File: config.mk
export PLATFORM = sky130hd
export DESIGN_NAME = aes_out_block_fifo
export DESIGN_NICKNAME = d
export VERILOG_FILES = /design/src/rtl/aes_out_block_fifo.sv
export SDC_FILE = /design/constraint.sdc
export NUM_CORES = 1
export LEC_CHECK = 0
export BUFFER_PORTS_ARGS = -buffer_cell sky130_fd_sc_hd__buf_2
export CORE_MARGIN = 2
export CORE_UTILIZATION = 35
export CTS_CLUSTER_SIZE = 25
export DETAILED_ROUTE_END_ITERATION = 12
export SLEW_MARGIN = 20
export SYNTH_ARGS = -nofsm -noshare
export SYNTH_HDL_FRONTEND = slang
export SYNTH_SLANG_ARGS = --single-unit
File: constraint.sdc
create_clock -name clock -period 6.65 [get_ports clock]
set_input_delay 0.9975 -clock clock [delete_from_list [all_inputs] [get_ports clock]]
set_output_delay 0.9975 -clock clock [all_outputs]
set_load 0.02 [all_outputs]
File: src/rtl/aes_out_block_fifo.sv
// AES output block FIFO: buffers 128-bit plaintext blocks and
// presents the head block to the bus as 32-bit words, MSW first.
module aes_out_block_fifo #(
  parameter int DEPTH  = 4,
  parameter int ADDR_W = 2
) (
  input  logic            clock,
  input  logic            resetn,
  input  logic            flush,
  input  logic [127:0]    in_data,
  input  logic            in_valid,
  output logic            in_ready,
  input  logic            word_rd,
  output logic [31:0]     word_data,
  output logic            word_valid,
  output logic [1:0]      word_idx,
  output logic            last_word,
  output logic [ADDR_W:0] level,
  output logic            empty,
  output logic            full,
  output logic            overflow,
  output logic            underflow
);

  localparam logic [ADDR_W:0] FULL_LVL =
    (ADDR_W+1)'(DEPTH);

  logic [127:0]      mem [DEPTH];
  logic [ADDR_W-1:0] wr_ptr;
  logic [ADDR_W-1:0] rd_ptr;
  logic [127:0]      head;
  logic              push;
  logic              rd_ok;
  logic              pop;

  assign empty      = (level == '0);
  assign full       = (level == FULL_LVL);
  assign in_ready   = !full;
  assign word_valid = !empty;
  assign last_word  = word_valid && (word_idx == 2'd3);

  assign push  = in_valid && !full && !flush;
  assign rd_ok = word_rd && !empty && !flush;
  assign pop   = rd_ok && (word_idx == 2'd3);

  assign head = mem[rd_ptr];

  always_comb begin
    word_data = '0;
    if (!empty) begin
      unique case (word_idx)
        2'd0: word_data = head[127:96];
        2'd1: word_data = head[95:64];
        2'd2: word_data = head[63:32];
        2'd3: word_data = head[31:0];
      endcase
    end
  end

  // Storage is deliberately not reset.
  always_ff @(posedge clock) begin
    if (push) mem[wr_ptr] <= in_data;
  end

  always_ff @(posedge clock or negedge resetn) begin
    if (!resetn) begin
      wr_ptr    <= '0;
      rd_ptr    <= '0;
      level     <= '0;
      word_idx  <= '0;
      overflow  <= 1'b0;
      underflow <= 1'b0;
    end else if (flush) begin
      wr_ptr    <= '0;
      rd_ptr    <= '0;
      level     <= '0;
      word_idx  <= '0;
      overflow  <= 1'b0;
      underflow <= 1'b0;
    end else begin
      if (push) wr_ptr <= wr_ptr + 1'b1;
      if (pop) rd_ptr <= rd_ptr + 1'b1;
      if (rd_ok) word_idx <= word_idx + 2'd1;
      unique case ({push, pop})
        2'b10:   level <= level + 1'b1;
        2'b01:   level <= level - 1'b1;
        default: level <= level;
      endcase
      if (in_valid && full) overflow <= 1'b1;
      if (word_rd && empty) underflow <= 1'b1;
    end
  end

endmodule
==> impl_metrics.prom <==
# TYPE chip_impl_metric gauge
chip_impl_metric{name="chipHeight",unit="um"} 243
chip_impl_metric{name="yosysWarningCount",unit=""} 0
chip_impl_metric{name="worst_reg_to_reg_path_cell_count",unit=""} 5
chip_impl_metric{name="nets",unit=""} 1326
chip_impl_metric{name="final-max-slew-violation-count",unit=""} 0
chip_impl_metric{name="cpPeakStageDelay",unit="ns"} 0.85
chip_impl_metric{name="cts_buffer_depth",unit=""} 3
chip_impl_metric{name="pin_count",unit=""} 177
chip_impl_metric{name="routedWlPerCell",unit="um"} 22.9
chip_impl_metric{name="post_cts_resize_count",unit=""} 0
chip_impl_info{name="min-delay-path-class",value="in -> async"} 1
chip_impl_metric{name="postSynthNetCount",unit=""} 1144
chip_impl_metric{name="fp.coreArea",unit="um2"} 56500
chip_impl_metric{name="p_total",unit="mW"} 7.23
chip_impl_metric{name="globalRoute.totalOverflow",unit=""} 0
chip_impl_metric{name="grt_usage",unit="%"} 15.3
chip_impl_info{name="critPathCaptureType",value="output pin"} 1
chip_impl_metric{name="cts_made_buffers",unit=""} 55
chip_impl_metric{name="finalSetupTns",unit="ns"} 0
chip_impl_metric{name="crit_fanout",unit=""} 35
chip_impl_metric{name="hold_violations",unit=""} 0
chip_impl_metric{name="drtPass1Iterations",unit=""} 5
chip_impl_metric{name="viasPerCell",unit=""} 5.15
chip_impl_metric{name="p_leak",unit="nW"} 7.47
chip_impl_metric{name="max_freq",unit="GHz"} 0.223
chip_impl_metric{name="cp_data_required_time",unit="ns"} 5.65
chip_impl_metric{name="grt_first_pass_wirelength",unit="um"} 68100
chip_impl_metric{name="gr-usage-met1",unit="%"} 20.4
chip_impl_info{name="rsz_0062_raised_after_global_routing",value="false"} 1
chip_impl_metric{name="detail-route-antenna-nets",unit=""} 0
chip_impl_metric{name="grt_pass1_vias",unit=""} 10514
chip_impl_metric{name="rows",unit=""} 87
chip_impl_metric{name="final_critical_path_setup_slack",unit="ns"} 2.17
chip_impl_info{name="grt_most_used_layer",value="met2"} 1
chip_impl_metric{name="ctsHtreeMaxLevel",unit=""} 2
chip_impl_metric{name="globalRouteMet3Util",unit="%"} 4.17
chip_impl_metric{name="setup_viol_count_final",unit=""} 0
chip_impl_metric{name="dp.cells",unit=""} 1882
chip_impl_info{name="cts_tree",value="yes"} 1
chip_impl_info{name="cell_chain_of_the_critical_path",value="inv_1, ha_2, buf_4, and3b_2, a211oi_1, a31oi_1, buf_2"} 1
chip_impl_metric{name="cap_violations",unit=""} 0
chip_impl_metric{name="clkTransAtPathRegs",unit="ns"} 0.06
chip_impl_metric{name="1st_iter_drt_viols",unit=""} 717
chip_impl_metric{name="synth_cell_type_count",unit=""} 40
chip_impl_metric{name="post-route-min-period",unit="ns"} 4.48
chip_impl_metric{name="cp.buffers_inverters",unit=""} 3
chip_impl_metric{name="ys_ff_latch",unit=""} 523
chip_impl_metric{name="critical_path_cell_count",unit=""} 7
chip_impl_metric{name="dp_slack",unit="ns"} 2.72
chip_impl_metric{name="synthCells",unit=""} 1002
chip_impl_metric{name="synth-seq-area-share",unit="%"} 78.1
chip_impl_metric{name="post_cts_hold_buffer_count",unit=""} 0
chip_impl_metric{name="syn_avg_cell_area",unit="um2"} 20.0
chip_impl_metric{name="slew_at_the_pin_with_the_worst_max_slew_slack",unit="ns"} 1.16
chip_impl_info{name="cp_top_family",value="simple AND/OR/NAND/NOR gates"} 1
chip_impl_metric{name="routed-via-count",unit=""} 10266
chip_impl_metric{name="area.growth.synth_to_final",unit="%"} 17.8
chip_impl_metric{name="p_per_area",unit="nW/um2"} 306
chip_impl_metric{name="peak_supply_drop",unit="V"} 0.000182
chip_impl_metric{name="place.detailed.hpwl",unit="um"} 25000
chip_impl_metric{name="grt_util_met2",unit="%"} 24.5
chip_impl_metric{name="post_cts.repair.setup_buffers",unit=""} 0
chip_impl_metric{name="synthesis.area",unit="um2"} 20000
chip_impl_metric{name="final.setup_skew",unit="ns"} 0.0136
chip_impl_info{name="cts_root_buf",value="sky130_fd_sc_hd__clkbuf_16"} 1
chip_impl_metric{name="grt_max_degree",unit=""} 129
chip_impl_metric{name="final.period_utilization",unit="%"} 67.4
chip_impl_metric{name="postRouteWirelength",unit="um"} 45600
chip_impl_metric{name="slew-limit-headroom",unit="%"} 22.4
chip_impl_info{name="outcome",value="finished, final reports clean"} 1
chip_impl_info{name="timing.critical_path.slowest_stage_cell",value="sky130_fd_sc_hd__and3b_2"} 1
chip_impl_metric{name="die_outline_area",unit="um2"} 59200
chip_impl_metric{name="clk_lat_worst_skew",unit="ns"} 0.60
chip_impl_info{name="startpoint_type",value="flip-flop"} 1
chip_impl_metric{name="final_cells",unit=""} 1995
chip_impl_info{name="setup.worst_path.class",value="reg -> out"} 1
chip_impl_metric{name="floorplan.die.width",unit="um"} 243
chip_impl_metric{name="port_buffers",unit=""} 176
chip_impl_metric{name="gpl.final_weighted_congestion",unit=""} 0.696
chip_impl_metric{name="cts.sinks",unit=""} 523
chip_impl_metric{name="remaining_drc_errors",unit=""} 0
chip_impl_metric{name="effective_utilization_at_floorplan",unit="%"} 35.5
chip_impl_metric{name="drive_gt1_share",unit="%"} 30.8
chip_impl_metric{name="number_of_antenna_violations_at_the_first_check_in_global_routing",unit=""} 22
chip_impl_metric{name="timing.critical_path.arrival",unit="ns"} 3.49
chip_impl_metric{name="fill_cells",unit=""} 4961
-- path summary, 6_finish.rpt --
check,slack [ns],from,end
min,0.28,resetn,overflow$_DFFE_PN0P_
max in group asynchronous,6.12,resetn,rd_ptr[0]$_DFFE_PN0P_
max reg2reg,3.91,level[0]$_DFFE_PN0P_,mem[1][49]$_DFFE_PP_
max,2.17,word_idx[1]$_DFFE_PN0P_,word_data[22]
min reg2reg,0.49,overflow$_DFFE_PN0P_,overflow$_DFFE_PN0P_
min in group clock,0.49,overflow$_DFFE_PN0P_,overflow$_DFFE_PN0P_
-- through the flow --
step                area [um2]  hold WS (ns)  util, %
finish                   23600         0.277     41.8
global route             23600         0.273     41.8
CTS                      23600         0.256     41.7
detailed placement       21800         0.485     38.5
global placement         21800         0.474     38.5
floorplan                20000         0.543        -
-- cells in the mapped netlist --
cell type | number | share of area [%]
sky130_fd_sc_hd__o221ai_1 | 1 | 0.044
sky130_fd_sc_hd__nand4_1 | 1 | 0.031
sky130_fd_sc_hd__mux2i_1 | 66 | 3.3
sky130_fd_sc_hd__o22ai_1 | 30 | 0.94
sky130_fd_sc_hd__o2bb2ai_1 | 1 | 0.044
sky130_fd_sc_hd__or3b_1 | 1 | 0.044
sky130_fd_sc_hd__nor2b_1 | 3 | 0.094
sky130_fd_sc_hd__clkinv_1 | 1 | 0.019
sky130_fd_sc_hd__xnor2_1 | 3 | 0.13
sky130_fd_sc_hd__nor3_1 | 1 | 0.025
sky130_fd_sc_hd__dfrtp_1 | 11 | 1.4
sky130_fd_sc_hd__edfxtp_1 | 512 | 77
sky130_fd_sc_hd__a32oi_1 | 31 | 1.4
sky130_fd_sc_hd__nand2_4 | 1 | 0.056
sky130_fd_sc_hd__o21ai_0 | 33 | 0.82
sky130_fd_sc_hd__mux2_2 | 31 | 1.7
sky130_fd_sc_hd__clkbuf_1 | 33 | 0.62
sky130_fd_sc_hd__and2_1 | 6 | 0.19
sky130_fd_sc_hd__buf_4 | 7 | 0.26
sky130_fd_sc_hd__nand2b_1 | 3 | 0.094
sky130_fd_sc_hd__mux2_1 | 1 | 0.056
sky130_fd_sc_hd__nand2_1 | 35 | 0.66
sky130_fd_sc_hd__o311ai_2 | 1 | 0.081
sky130_fd_sc_hd__nand3b_1 | 1 | 0.037
sky130_fd_sc_hd__fa_1 | 1 | 0.10
sky130_fd_sc_hd__a21oi_1 | 6 | 0.15
sky130_fd_sc_hd__mux4_2 | 64 | 7.2
sky130_fd_sc_hd__xor2_1 | 2 | 0.087
sky130_fd_sc_hd__a41oi_1 | 2 | 0.087
sky130_fd_sc_hd__inv_1 | 6 | 0.11
sky130_fd_sc_hd__nand3_1 | 2 | 0.050
sky130_fd_sc_hd__a31oi_1 | 31 | 0.97
sky130_fd_sc_hd__a211oi_1 | 32 | 1.2
sky130_fd_sc_hd__nor2_1 | 10 | 0.19
sky130_fd_sc_hd__mux2_4 | 1 | 0.075
sky130_fd_sc_hd__ha_1 | 8 | 0.50
sky130_fd_sc_hd__a211oi_2 | 1 | 0.062
sky130_fd_sc_hd__buf_1 | 4 | 0.075
sky130_fd_sc_hd__and3b_1 | 1 | 0.044
sky130_fd_sc_hd__buf_2 | 17 | 0.42
-- routing by layer --
metal | wire length (um) | part of all wire (%)
met2 | 22100 | 49
met3 | 3000 | 6.6
met4 | 870 | 1.9
met5 | 174 | 0.38
met1 | 19500 | 43
-- state kept, by name, indices dropped and copies added (netlist names) --
| name | flops |
|---|---|
| overflow | 1 |
| wr_ptr | 2 |
| rd_ptr | 2 |
| underflow | 1 |
| mem | 512 |
| level | 3 |
| word_idx | 2 |
-- area by class of cell --
cell class,count,area [um2],share of cell area [%]
inverters,7,26.3,0.111
diodes,9,22.5,0.0953
flip-flops and latches,523,15700,66.3
clock buffers,65,1460,6.17
multi-input cells,411,4130,17.5
well taps,756,946,4.00
repair buffers,186,1020,4.31
clock inverters,38,368,1.56
-- power by group --
group          total, mW  internal, mW  switching, mW
clock network       3.07          1.83           1.24
logic              0.418         0.130          0.289
registers           3.74          3.72         0.0212
-- cells in the final DEF (no fill, tap or decap), types with 3 or more instances in the layout --
cell type,count
sky130_fd_sc_hd__a211oi_1,32
sky130_fd_sc_hd__a21oi_1,6
sky130_fd_sc_hd__a31oi_1,31
sky130_fd_sc_hd__a32oi_1,31
sky130_fd_sc_hd__and2_4,4
sky130_fd_sc_hd__buf_12,5
sky130_fd_sc_hd__buf_2,176
sky130_fd_sc_hd__buf_4,5
sky130_fd_sc_hd__bufinv_16,7
sky130_fd_sc_hd__clkbuf_1,8
sky130_fd_sc_hd__clkbuf_16,57
sky130_fd_sc_hd__clkinv_1,17
sky130_fd_sc_hd__clkinv_2,10
sky130_fd_sc_hd__dfrtp_1,9
sky130_fd_sc_hd__diode_2,9
sky130_fd_sc_hd__edfxtp_1,512
sky130_fd_sc_hd__ha_1,5
sky130_fd_sc_hd__ha_2,3
sky130_fd_sc_hd__inv_1,5
sky130_fd_sc_hd__mux2_2,31
sky130_fd_sc_hd__mux2i_1,66
sky130_fd_sc_hd__mux4_2,64
sky130_fd_sc_hd__nand2_1,34
sky130_fd_sc_hd__nor2_1,10
sky130_fd_sc_hd__o21ai_0,33
sky130_fd_sc_hd__o22ai_1,30
sky130_fd_sc_hd__xnor2_1,3
-- cell families (layout without fill, tap and decap cells) --
logic type,after synthesis,after routing,share of synthesized area (%)
adder cells (fa/ha/maj),9,9,0.599
XOR/XNOR,5,5,0.218
AND/OR/NAND/NOR,65,65,1.50
buffers and inverters,68,296,1.51
flip-flops,523,523,78.1
AO/OA/AOI/OAI,169,169,5.75
multiplexers,163,163,12.4
other,0,9,0
(Power assumes the default switching activity.)
